<file path="src/rtl/instr_enc_pkg.sv">
// Shared types and constants for the RISC-V instruction encoder.
package instr_enc_pkg;

  localparam int unsigned XLEN   = 64;
  localparam int unsigned ILEN   = 32;
  localparam int unsigned OPC_W  = 7;
  localparam int unsigned F3_W   = 3;
  localparam int unsigned F7_W   = 7;
  localparam int unsigned REG_W  = 5;
  localparam int unsigned ERR_W  = 2;
  localparam int unsigned CNT_W  = 16;

  localparam logic [OPC_W-1:0] OPC_LOAD   = 7'b0000011;
  localparam logic [OPC_W-1:0] OPC_OP_IMM = 7'b0010011;
  localparam logic [OPC_W-1:0] OPC_JALR   = 7'b1100111;
  localparam logic [OPC_W-1:0] OPC_STORE  = 7'b0100011;
  localparam logic [OPC_W-1:0] OPC_BRANCH = 7'b1100011;
  localparam logic [OPC_W-1:0] OPC_LUI    = 7'b0110111;
  localparam logic [OPC_W-1:0] OPC_OP     = 7'b0110011;

  // Canonical NOP (addi x0, x0, 0) emitted in place of unknown opcodes
  localparam logic [ILEN-1:0] NOP_INSTR = 32'h00000013;

  typedef enum logic [2:0] {
    FMT_I,
    FMT_S,
    FMT_SB,
    FMT_U,
    FMT_R,
    FMT_ILL
  } fmt_e;

  typedef enum logic [ERR_W-1:0] {
    ERR_OK       = 2'b00,
    ERR_RANGE    = 2'b01,
    ERR_ILLEGAL  = 2'b10,
    ERR_MISALIGN = 2'b11
  } err_e;

  typedef enum logic [1:0] {
    ST_IDLE,
    ST_RUN,
    ST_DRAIN
  } state_e;

  // Map an opcode to its encoding format
  function automatic fmt_e fmt_of(input logic [OPC_W-1:0] op);
    fmt_e f;
    case (op)
      OPC_OP_IMM, OPC_LOAD, OPC_JALR: f = FMT_I;
      OPC_STORE:                      f = FMT_S;
      OPC_BRANCH:                     f = FMT_SB;
      OPC_LUI:                        f = FMT_U;
      OPC_OP:                         f = FMT_R;
      default:                        f = FMT_ILL;
    endcase
    return f;
  endfunction

endpackage

</file>
<file path="src/rtl/imm_pack.sv">
// Combinational field packing and immediate range checking for one request.
module imm_pack
  import instr_enc_pkg::*;
(
  input  logic [OPC_W-1:0] i_opcode,
  input  logic [F3_W-1:0]  i_funct3,
  input  logic [F7_W-1:0]  i_funct7,
  input  logic [REG_W-1:0] i_rd,
  input  logic [REG_W-1:0] i_rs1,
  input  logic [REG_W-1:0] i_rs2,
  input  logic [XLEN-1:0]  i_imm,
  output logic [ILEN-1:0]  o_instr_c,
  output err_e             o_err_c
);

  fmt_e w_fmt;
  logic w_sext11;
  logic w_sext12;
  logic w_sext31;
  logic w_lo12_zero;
  logic w_range_ok;

  // Pack fields per format, then pick the highest-priority error
  always_comb begin
    w_fmt       = fmt_of(i_opcode);
    w_sext11    = (&i_imm[XLEN-1:11]) | ~(|i_imm[XLEN-1:11]);
    w_sext12    = (&i_imm[XLEN-1:12]) | ~(|i_imm[XLEN-1:12]);
    w_sext31    = (&i_imm[XLEN-1:31]) | ~(|i_imm[XLEN-1:31]);
    w_lo12_zero = ~(|i_imm[11:0]);
    w_range_ok  = 1'b1;
    o_instr_c   = NOP_INSTR;
    o_err_c     = ERR_OK;

    case (w_fmt)
      FMT_I: begin
        o_instr_c  = {i_imm[11:0], i_rs1, i_funct3, i_rd, i_opcode};
        w_range_ok = w_sext11;
      end
      FMT_S: begin
        o_instr_c  = {i_imm[11:5], i_rs2, i_rs1, i_funct3, i_imm[4:0], i_opcode};
        w_range_ok = w_sext11;
      end
      FMT_SB: begin
        o_instr_c  = {i_imm[12], i_imm[10:5], i_rs2, i_rs1, i_funct3,
                      i_imm[4:1], i_imm[11], i_opcode};
        w_range_ok = w_sext12;
      end
      FMT_U: begin
        o_instr_c  = {i_imm[31:12], i_rd, i_opcode};
        w_range_ok = w_sext31 & w_lo12_zero;
      end
      FMT_R: begin
        o_instr_c  = {i_funct7, i_rs2, i_rs1, i_funct3, i_rd, i_opcode};
      end
      default: begin
        o_instr_c  = NOP_INSTR;
      end
    endcase

    if (w_fmt == FMT_ILL) begin
      o_err_c = ERR_ILLEGAL;
    end else if (!w_range_ok) begin
      o_err_c = ERR_RANGE;
    end else if ((w_fmt == FMT_SB) && i_imm[0]) begin
      o_err_c = ERR_MISALIGN;
    end
  end

endmodule

</file>
<file path="src/rtl/instr_encoder.sv">
// Streaming instruction encoder: program FSM, one-deep output register,
// address counter and saturating error counter around imm_pack.
module instr_encoder
  import instr_enc_pkg::*;
(
  input  logic             clk,
  input  logic             reset,
  input  logic             start,
  input  logic [XLEN-1:0]  base_addr,
  input  logic             in_valid,
  output logic             in_ready,
  input  logic [OPC_W-1:0] opcode,
  input  logic [F3_W-1:0]  funct3,
  input  logic [F7_W-1:0]  funct7,
  input  logic [REG_W-1:0] rd,
  input  logic [REG_W-1:0] rs1,
  input  logic [REG_W-1:0] rs2,
  input  logic [XLEN-1:0]  imm,
  input  logic             in_last,
  output logic             out_valid,
  input  logic             out_ready,
  output logic [ILEN-1:0]  out_instr,
  output logic [XLEN-1:0]  out_addr,
  output logic [ERR_W-1:0] out_err,
  output logic             done,
  output logic [CNT_W-1:0] err_count
);

  localparam logic [CNT_W-1:0] CNT_MAX = '1;

  state_e            r_state;
  logic              r_out_valid;
  logic [ILEN-1:0]   r_out_instr;
  logic [XLEN-1:0]   r_out_addr;
  err_e              r_out_err;
  logic              r_done;
  logic [CNT_W-1:0]  r_err_count;
  logic [XLEN-1:0]   r_next_addr;

  logic [ILEN-1:0]   w_instr;
  err_e              w_err;
  logic              w_in_ready;
  logic              w_accept;
  logic              w_handoff;

  imm_pack u_imm_pack (
    .i_opcode (opcode),
    .i_funct3 (funct3),
    .i_funct7 (funct7),
    .i_rd     (rd),
    .i_rs1    (rs1),
    .i_rs2    (rs2),
    .i_imm    (imm),
    .o_instr_c(w_instr),
    .o_err_c  (w_err)
  );

  // Accept only while running and the output slot is free or being drained
  assign w_in_ready = (r_state == ST_RUN) && (!r_out_valid || out_ready);
  assign w_accept   = in_valid && w_in_ready;
  assign w_handoff  = r_out_valid && out_ready;

  // Program FSM, output register, address counter and error counter
  always_ff @(posedge clk or posedge reset) begin
    if (reset) begin
      r_state     <= ST_IDLE;
      r_out_valid <= 1'b0;
      r_out_instr <= '0;
      r_out_addr  <= '0;
      r_out_err   <= ERR_OK;
      r_done      <= 1'b0;
      r_err_count <= '0;
      r_next_addr <= '0;
    end else begin
      r_done <= 1'b0;

      if (w_handoff) begin
        r_out_valid <= 1'b0;
        if ((r_out_err != ERR_OK) && (r_err_count != CNT_MAX)) begin
          r_err_count <= r_err_count + CNT_W'(1);
        end
      end

      // A same-cycle accept overrides the clear above, keeping full throughput
      if (w_accept) begin
        r_out_valid <= 1'b1;
        r_out_instr <= w_instr;
        r_out_err   <= w_err;
        r_out_addr  <= r_next_addr;
        r_next_addr <= r_next_addr + XLEN'(4);
      end

      case (r_state)
        ST_IDLE: begin
          if (start) begin
            r_next_addr <= base_addr;
            r_state     <= ST_RUN;
          end
        end
        ST_RUN: begin
          if (w_accept && in_last) begin
            r_state <= ST_DRAIN;
          end
        end
        ST_DRAIN: begin
          if (w_handoff) begin
            r_state <= ST_IDLE;
            r_done  <= 1'b1;
          end
        end
        default: begin
          r_state <= ST_IDLE;
        end
      endcase
    end
  end

  assign in_ready  = w_in_ready;
  assign out_valid = r_out_valid;
  assign out_instr = r_out_instr;
  assign out_addr  = r_out_addr;
  assign out_err   = r_out_err;
  assign done      = r_done;
  assign err_count = r_err_count;

endmodule

</file>
<file path="config.mk">
export PLATFORM = sky130hd
export DESIGN_NAME = instr_encoder
export DESIGN_NICKNAME = d
export VERILOG_FILES = /design/src/rtl/instr_enc_pkg.sv /design/src/rtl/imm_pack.sv /design/src/rtl/instr_encoder.sv
export SDC_FILE = /design/constraint.sdc
export NUM_CORES = 1
export LEC_CHECK = 0
export CORE_UTILIZATION = 40
export CTS_CLUSTER_DIAMETER = 150
export DETAILED_ROUTE_END_ITERATION = 8
export MAX_ROUTING_LAYER = met4
export PLACE_DENSITY = 0.76
export SETUP_SLACK_MARGIN = 0.4
export SLEW_MARGIN = 20
export SYNTH_ARGS = -nofsm -noshare
export SYNTH_HDL_FRONTEND = slang
export SYNTH_SLANG_ARGS = --single-unit
</file>
<file path="constraint.sdc">
create_clock -name clk -period 7.1 [get_ports clk]
set_input_delay 1.065 -clock clk [delete_from_list [all_inputs] [get_ports clk]]
set_output_delay 1.065 -clock clk [all_outputs]
set_load 0.05 [all_outputs]
</file>
# After elaboration in Yosys (flattened, before gate mapping)
# Cells that the tools add are included.
[totals] output_inout_bits=117 elab_cells=76 input_bits=166 reg_bits=182
[op_classes] n_eq_ne=18 bitwise=8 addsub=2 n_reduce_logical=23 mux=17
[ops] cell="64-bit 2-to-1 mux" n=3
[ops] cell="32-bit one-hot mux with 5 select lines" n=1
[ops] cell="64-bit by 3-bit adder with 64-bit output (second input constant)" n=1
[ops] cell="53-bit AND reduction" n=1
[ops] cell="53-bit OR reduction" n=1
[ops] cell="52-bit AND reduction" n=1
[ops] cell="52-bit OR reduction" n=1
[ops] cell="33-bit AND reduction" n=1
[ops] cell="33-bit OR reduction" n=1
[ops] cell="7-bit by 6-bit == test with 1-bit output (second input constant)" n=3
[ops] cell="16-bit by 1-bit adder with 16-bit output (second input constant)" n=1
[ops] cell="16-bit inequality test (second input constant)" n=1
[ops] cell="3-bit one-hot mux with 5 select lines" n=1
[ops] cell="7-bit == test (second input constant)" n=2
[ops] cell="2-bit 2-to-1 mux" n=6
[ops] cell="12-bit OR reduction" n=1
[ops] cell="7-bit by 2-bit == test with 1-bit output (second input constant)" n=1
[ops] cell="7-bit by 5-bit == test with 1-bit output (second input constant)" n=1
[ops] cell="3-bit by 2-bit == test with 1-bit output (second input constant)" n=2
[ops] cell="3-bit == test (second input constant)" n=2
[ops] cell="1-bit logical AND" n=6
[ops] cell="2-bit one-hot mux with 3 select lines" n=1
[ops] cell="1-bit 2-to-1 mux" n=4
[ops] cell="2-bit inequality test (second input constant)" n=2
[ops] cell="other kinds (17)" n=23

# Longest topological paths before layout
[logic_depth] word_depth=8 depth_mapped=8 mapped_depth_nobuf=6

# Cells and area by module
# Synthesis repeated with hierarchy kept, for this count alone.
[hier_totals] cells_unflattened=1062 hier_area_um2=9122.5
[by_module_without_submodules] module="instr_encoder" area_per_inst_um2=8202.9 cells_each=929 seq_area_each_um2=4554.4 n_inst=1
[by_module_without_submodules] module="imm_pack" area_per_inst_um2=919.6 cells_each=133 seq_area_each_um2=0.0 n_inst=1

# Least setup slack after synthesis
# No wires, ideal clock.
[synth_path] path_type="input port to output port" start="in out_ready" end="out in_ready" setup_slack_ps=4407 stages=2 t_required_ps=6035 arrival_time_ps=1628 path_buffers=0 path_cell_list="nand2b_1 and2_1"
[synth_between] elab_chain_cells=2
[synth_lines] element="from (decl)" line="instr_encoder.sv:21" rtl="input logic out_ready,"
[synth_lines] element="1-bit logical OR" line="instr_encoder.sv:59" rtl="assign w_in_ready = (r_state == ST_RUN) && (!r_out_valid || out_ready);"
[synth_lines] element="1-bit logical AND" line="instr_encoder.sv:59"
[synth_lines] element="to (decl)" line="instr_encoder.sv:11" rtl="output logic in_ready,"
# No other way between the ends.

# Worst setup path after layout
# Ends and elaborated chain as after synthesis.

==> flow_results.org <==
** Status
- Run status :: finished clean

** Logic synthesis
- The synthesized netlist occupies a cell area of 8840 µm².
- Counting distinct cell types in the post-synthesis netlist gives 52.
- Syn avg cell area :: 8.99 µm²
- Synthesis produced a netlist with a net count of 1,151.
- Primary flip-flop cell chosen by synthesis mapping :: dfrtp_1
- Synthesis produced 983 cells.
- Sequential elements use 51.5% of the synthesized area.
- In this run, synthesis inferred 0 flip-flops with an integrated enable.
- Counting flops and latches in the post-synthesis netlist gives 182.
- After synthesis, the share of flip-flops with an asynchronous set or reset is 100%.
- Number of synthesis warnings :: 0

** Min path
- Class of the most critical hold timing path :: reg2reg
- Hold Crit Depth :: 2

** Clocking
- In this run, post-CTS hold repair placed 0 buffers.
- Clock network latency to the later pin of the worst-skew pair :: 420 ps
- Clock tree root buffer cell :: clkbuf_16
- TritonCTS built the clock tree.
- Once the clock tree was built, the setup fixing pass inserted 0 buffers.
- Clock tree sinks :: 182
- Total number of H-tree levels :: 4
- Clock buffer count from CTS :: 17
- After clock tree synthesis, the clock-pin slew on the worst setup and hold paths is 60 ps.
- Once the clock tree was built, the resizer swapped 0 gates to a different size.
- The clock passes through at most 2 buffers.

** Power and ir drop
- In this run the static leakage power is 5.05 nW.
- Power Density :: 390 nW/µm²
- VDD sags by at most 0.000162 V.
- The design draws 4.88 mW.

** Timing
- Setup violations remaining at the end of the flow were counted as 0.
- For the pin with the worst max-slew slack, the measured transition is 1010 ps.
- Setup repair after global routing missed its margin :: no
- Hold Vio Cnt, Final :: 0
- Highest Clock Rate :: 261 MHz
- Clock skew on the completed layout was measured at 12.8 ps.
- The final-report max-slew violation count is 0.
- Subtracting the final worst setup slack from the clock period gives 3830 ps.
- Setup slack on the critical path of the routed design comes to 3270 ps.
- In this run the tightest slew margin relative to its limit is 32.0%.
- Summed negative setup slack over all endpoints :: 0 ps
- Share of the cycle needed by the critical path after routing :: 53.9%
- Across all hold checks on the routed design, the worst slack comes to 476 ps.

** Die
- The die covers 22,700 µm².
- DIE HEIGHT :: 151 µm
- 283 I/O pins were placed.
- Measured along the x axis, the die boundary spans 151 µm.
- The floorplan has 54 rows.
- The initial utilization of the core area, before any placement, comes to 40.6%.
- Area of the placeable core :: 21,800 µm²

** Global routing
- The number of global-route vias before repair was 7,894.
- The number of antenna violations at the first check in global routing came to 1.
- First-pass GRT wire length :: 41.2 mm
- The total overflow left after global routing is 0.
- Combined global-route utilization of all metal layers :: 24.3%
- Entering global routing, the biggest net connects 110 pins.

** Worst setup path
- Cells on worst reg2reg path :: 6
- The critical path crosses 4 cells after its start point.
- Cell type with the highest occurrence count on the critical path :: clkdlybuf4s50_1
- Along the worst path, the maximum fanout reaches 4.
- The critical path goes through clkdlybuf4s50_1 -> nand2b_1 -> and2_1 -> clkdlybuf4s50_1.
- Kind of start point of the critical path :: input port
- Category of cells accounting for the largest share of critical-path delay :: buffers and inverters
- Endpoint arrival time on the critical path :: 2760 ps
- Critical Path RT :: 6030 ps
- The worst setup path is captured at a primary output.
- Slowest-stage cell, CP :: clkdlybuf4s50_1
- Startpoint-to-endpoint class of the critical path :: in2out
- The largest single stage delay on the critical path is 840 ps.
- Count of buffer and inverter cells on the critical path :: 2

** Cells and area
- Register area :: 4550 µm²
- The final layout contains 1,409 nets.
- Summing all non-filler instances in the final layout gives an area of 12,500 µm².
- The multi-input combinational cells in the finished layout cover a total of 4040 µm².
- Once layout is complete, the cells apart from fillers number 1,534.
- Layout fillers :: 1,941
- Area added between synthesis and finish :: 41.5%
- Layout Utilization :: 57.5%
- Share of post-route cells with drive strength above 1 :: 5.43%

** Placed design
- Detailed placement ended at an HPWL of 19.3 mm.
- In this run, placement finished with an instance count of 1,502.
- At the end of routability-driven placement, the weighted congestion stood at 0.967.
- Count of input and output buffers :: 282
- Prior to clock tree synthesis, the placed netlist has a worst setup slack of 3010 ps.
- Placement-stage cell area :: 11,900 µm²

** Route
- In the final routed layout, each cell accounts on average for 17.2 µm.
- Number of search-and-repair iterations in the first detailed-routing pass :: 6
- Detailed-route DRC error count :: 0
- In this run the remaining antenna-violating nets after routing total 0.
- After detailed routing, the total wire length is 26.4 mm.
- Total number of vias :: 8,075
- Via-per-instance ratio :: 5.26
- For this block, the initial DRC count from the detailed router was 379.

** Job
- The tool flagged a number of max-cap violations equal to 0.
## worst paths after layout
kind,to,start,slack (ps)
max,in_ready,out_ready,3270
min,out_addr[0]$_DFFE_PP0P_,r_next_addr[0]$_DFFE_PP0P_,480
max reg2reg,r_next_addr[51]$_DFF_PP0_,r_state[0]$_DFFE_PP0P_,4030
min reg2reg,out_addr[0]$_DFFE_PP0P_,r_next_addr[0]$_DFFE_PP0P_,480
max in group asynchronous,r_next_addr[31]$_DFF_PP0_,reset,4390
min in group asynchronous,out_addr[6]$_DFFE_PP0P_,reset,1190
## power breakdown
| group | total [mW] | internal [mW] | switching, mW |
|---|---|---|---|
| combinational | 2.10 | 0.737 | 1.36 |
| clock | 1.01 | 0.596 | 0.418 |
| sequential | 1.77 | 1.42 | 0.349 |
| total | 4.88 | 2.75 | 2.13 |
## cell usage after synthesis (2+ instances only)
| cell | count | area [µm²] |
|---|---|---|
| o22ai_1 | 2 | 12.5 |
| buf_2 | 4 | 20.0 |
| nand3b_1 | 2 | 15.0 |
| and3_1 | 8 | 50.1 |
| and4_1 | 3 | 26.3 |
| o21ai_0 | 62 | 310 |
| a22oi_1 | 5 | 37.5 |
| nand2_1 | 293 | 1100 |
| and2_1 | 4 | 25.0 |
| inv_1 | 20 | 75.1 |
| a31oi_1 | 2 | 12.5 |
| or4_1 | 4 | 30.0 |
| nor4_4 | 3 | 63.8 |
| o21ai_1 | 30 | 150 |
| nand4_1 | 23 | 144 |
| ha_1 | 2 | 25.0 |
| buf_1 | 3 | 11.3 |
| buf_6 | 2 | 22.5 |
| nor2b_1 | 2 | 12.5 |
| or3_1 | 7 | 43.8 |
| a211oi_1 | 2 | 15.0 |
| a221oi_1 | 11 | 96.3 |
| xor2_1 | 12 | 105 |
| xnor2_1 | 66 | 578 |
| a21oi_1 | 12 | 60.1 |
| nor4_1 | 18 | 113 |
| nor3_1 | 25 | 125 |
| clkbuf_1 | 39 | 146 |
| dfrtp_1 | 182 | 4550 |
| nand3_1 | 33 | 165 |
| a22o_1 | 3 | 26.3 |
| nand3_2 | 3 | 30.0 |
| nand2b_1 | 5 | 31.3 |
| or4_4 | 2 | 22.5 |
| nor2_1 | 55 | 206 |
| mux2_2 | 2 | 22.5 |
| a222oi_1 | 6 | 60.1 |
| nor4_2 | 12 | 150 |
## worst register-to-register path, stage by stage (launching register included)
cell and delay (ps):
dfrtp_1 390, nor2b_1 360, nand3_4 580, or4_4 940
nor4_1 410, xnor2_1 170, o21ai_1 80
## per-layer routing
metal | GRT usage (%) | wire length, µm | vias to the layer above | share of wire (%)
li1 | - | - | 3881 | -
met1 | 29.0 | 10600 | 3855 | 40
met2 | 41.4 | 13500 | 303 | 51
met3 | 4.70 | 1750 | 36 | 6.6
met4 | 7.70 | 515 | 0 | 2.0
met5 | - | 0 | - | 0
## cell usage in the layout, fill, tap and decap left out, drive strengths merged, types with 3 or more instances in the layout
cell / Yosys / routed
inv: 20 / 25
a21oi: 12 / 12
or3: 7 / 7
nand2b: 5 / 5
clkbuf: 39 / 19
bufinv: 0 / 4
a22oi: 5 / 5
a222oi: 6 / 6
nand4: 25 / 25
xnor2: 66 / 66
and2: 4 / 4
a221oi: 11 / 11
or4: 6 / 6
nor2: 55 / 55
nor4: 33 / 33
dfrtp: 182 / 182
and4: 4 / 4
o21ai: 92 / 92
nand3: 36 / 36
a22o: 3 / 3
nor3: 26 / 26
xor2: 12 / 12
clkdlybuf4s50: 0 / 282
nand2: 293 / 293
and3: 8 / 8
buf: 9 / 5
## cell type report
class	count	share of cell area, %
sequential	182	36.4
clock buffer	19	3.46
clock inverter	12	1.52
tap	280	2.80
multi-input combinational	733	32.3
antenna	1	0.0200
timing repair buffer	287	22.9
inverter	20	0.660
## sequential cells by signal, summed over array words and instances, names as in the netlist
signal       count
r_next_addr     64
err_count       16
out_instr       32
r_state          2
out_valid        1
done             1
out_err          2
out_addr        64
## cell families after synthesis
logic type | count (synthesis) | share of synthesized area (%)
flops | 182 | 51.5
fa+ha+maj | 2 | 0.283
buf+inv | 68 | 3.11
mux | 3 | 0.368
compound gates | 141 | 9.40
simple gates | 509 | 27.6
xor+xnor | 78 | 7.73
(Power assumes the default switching activity.)
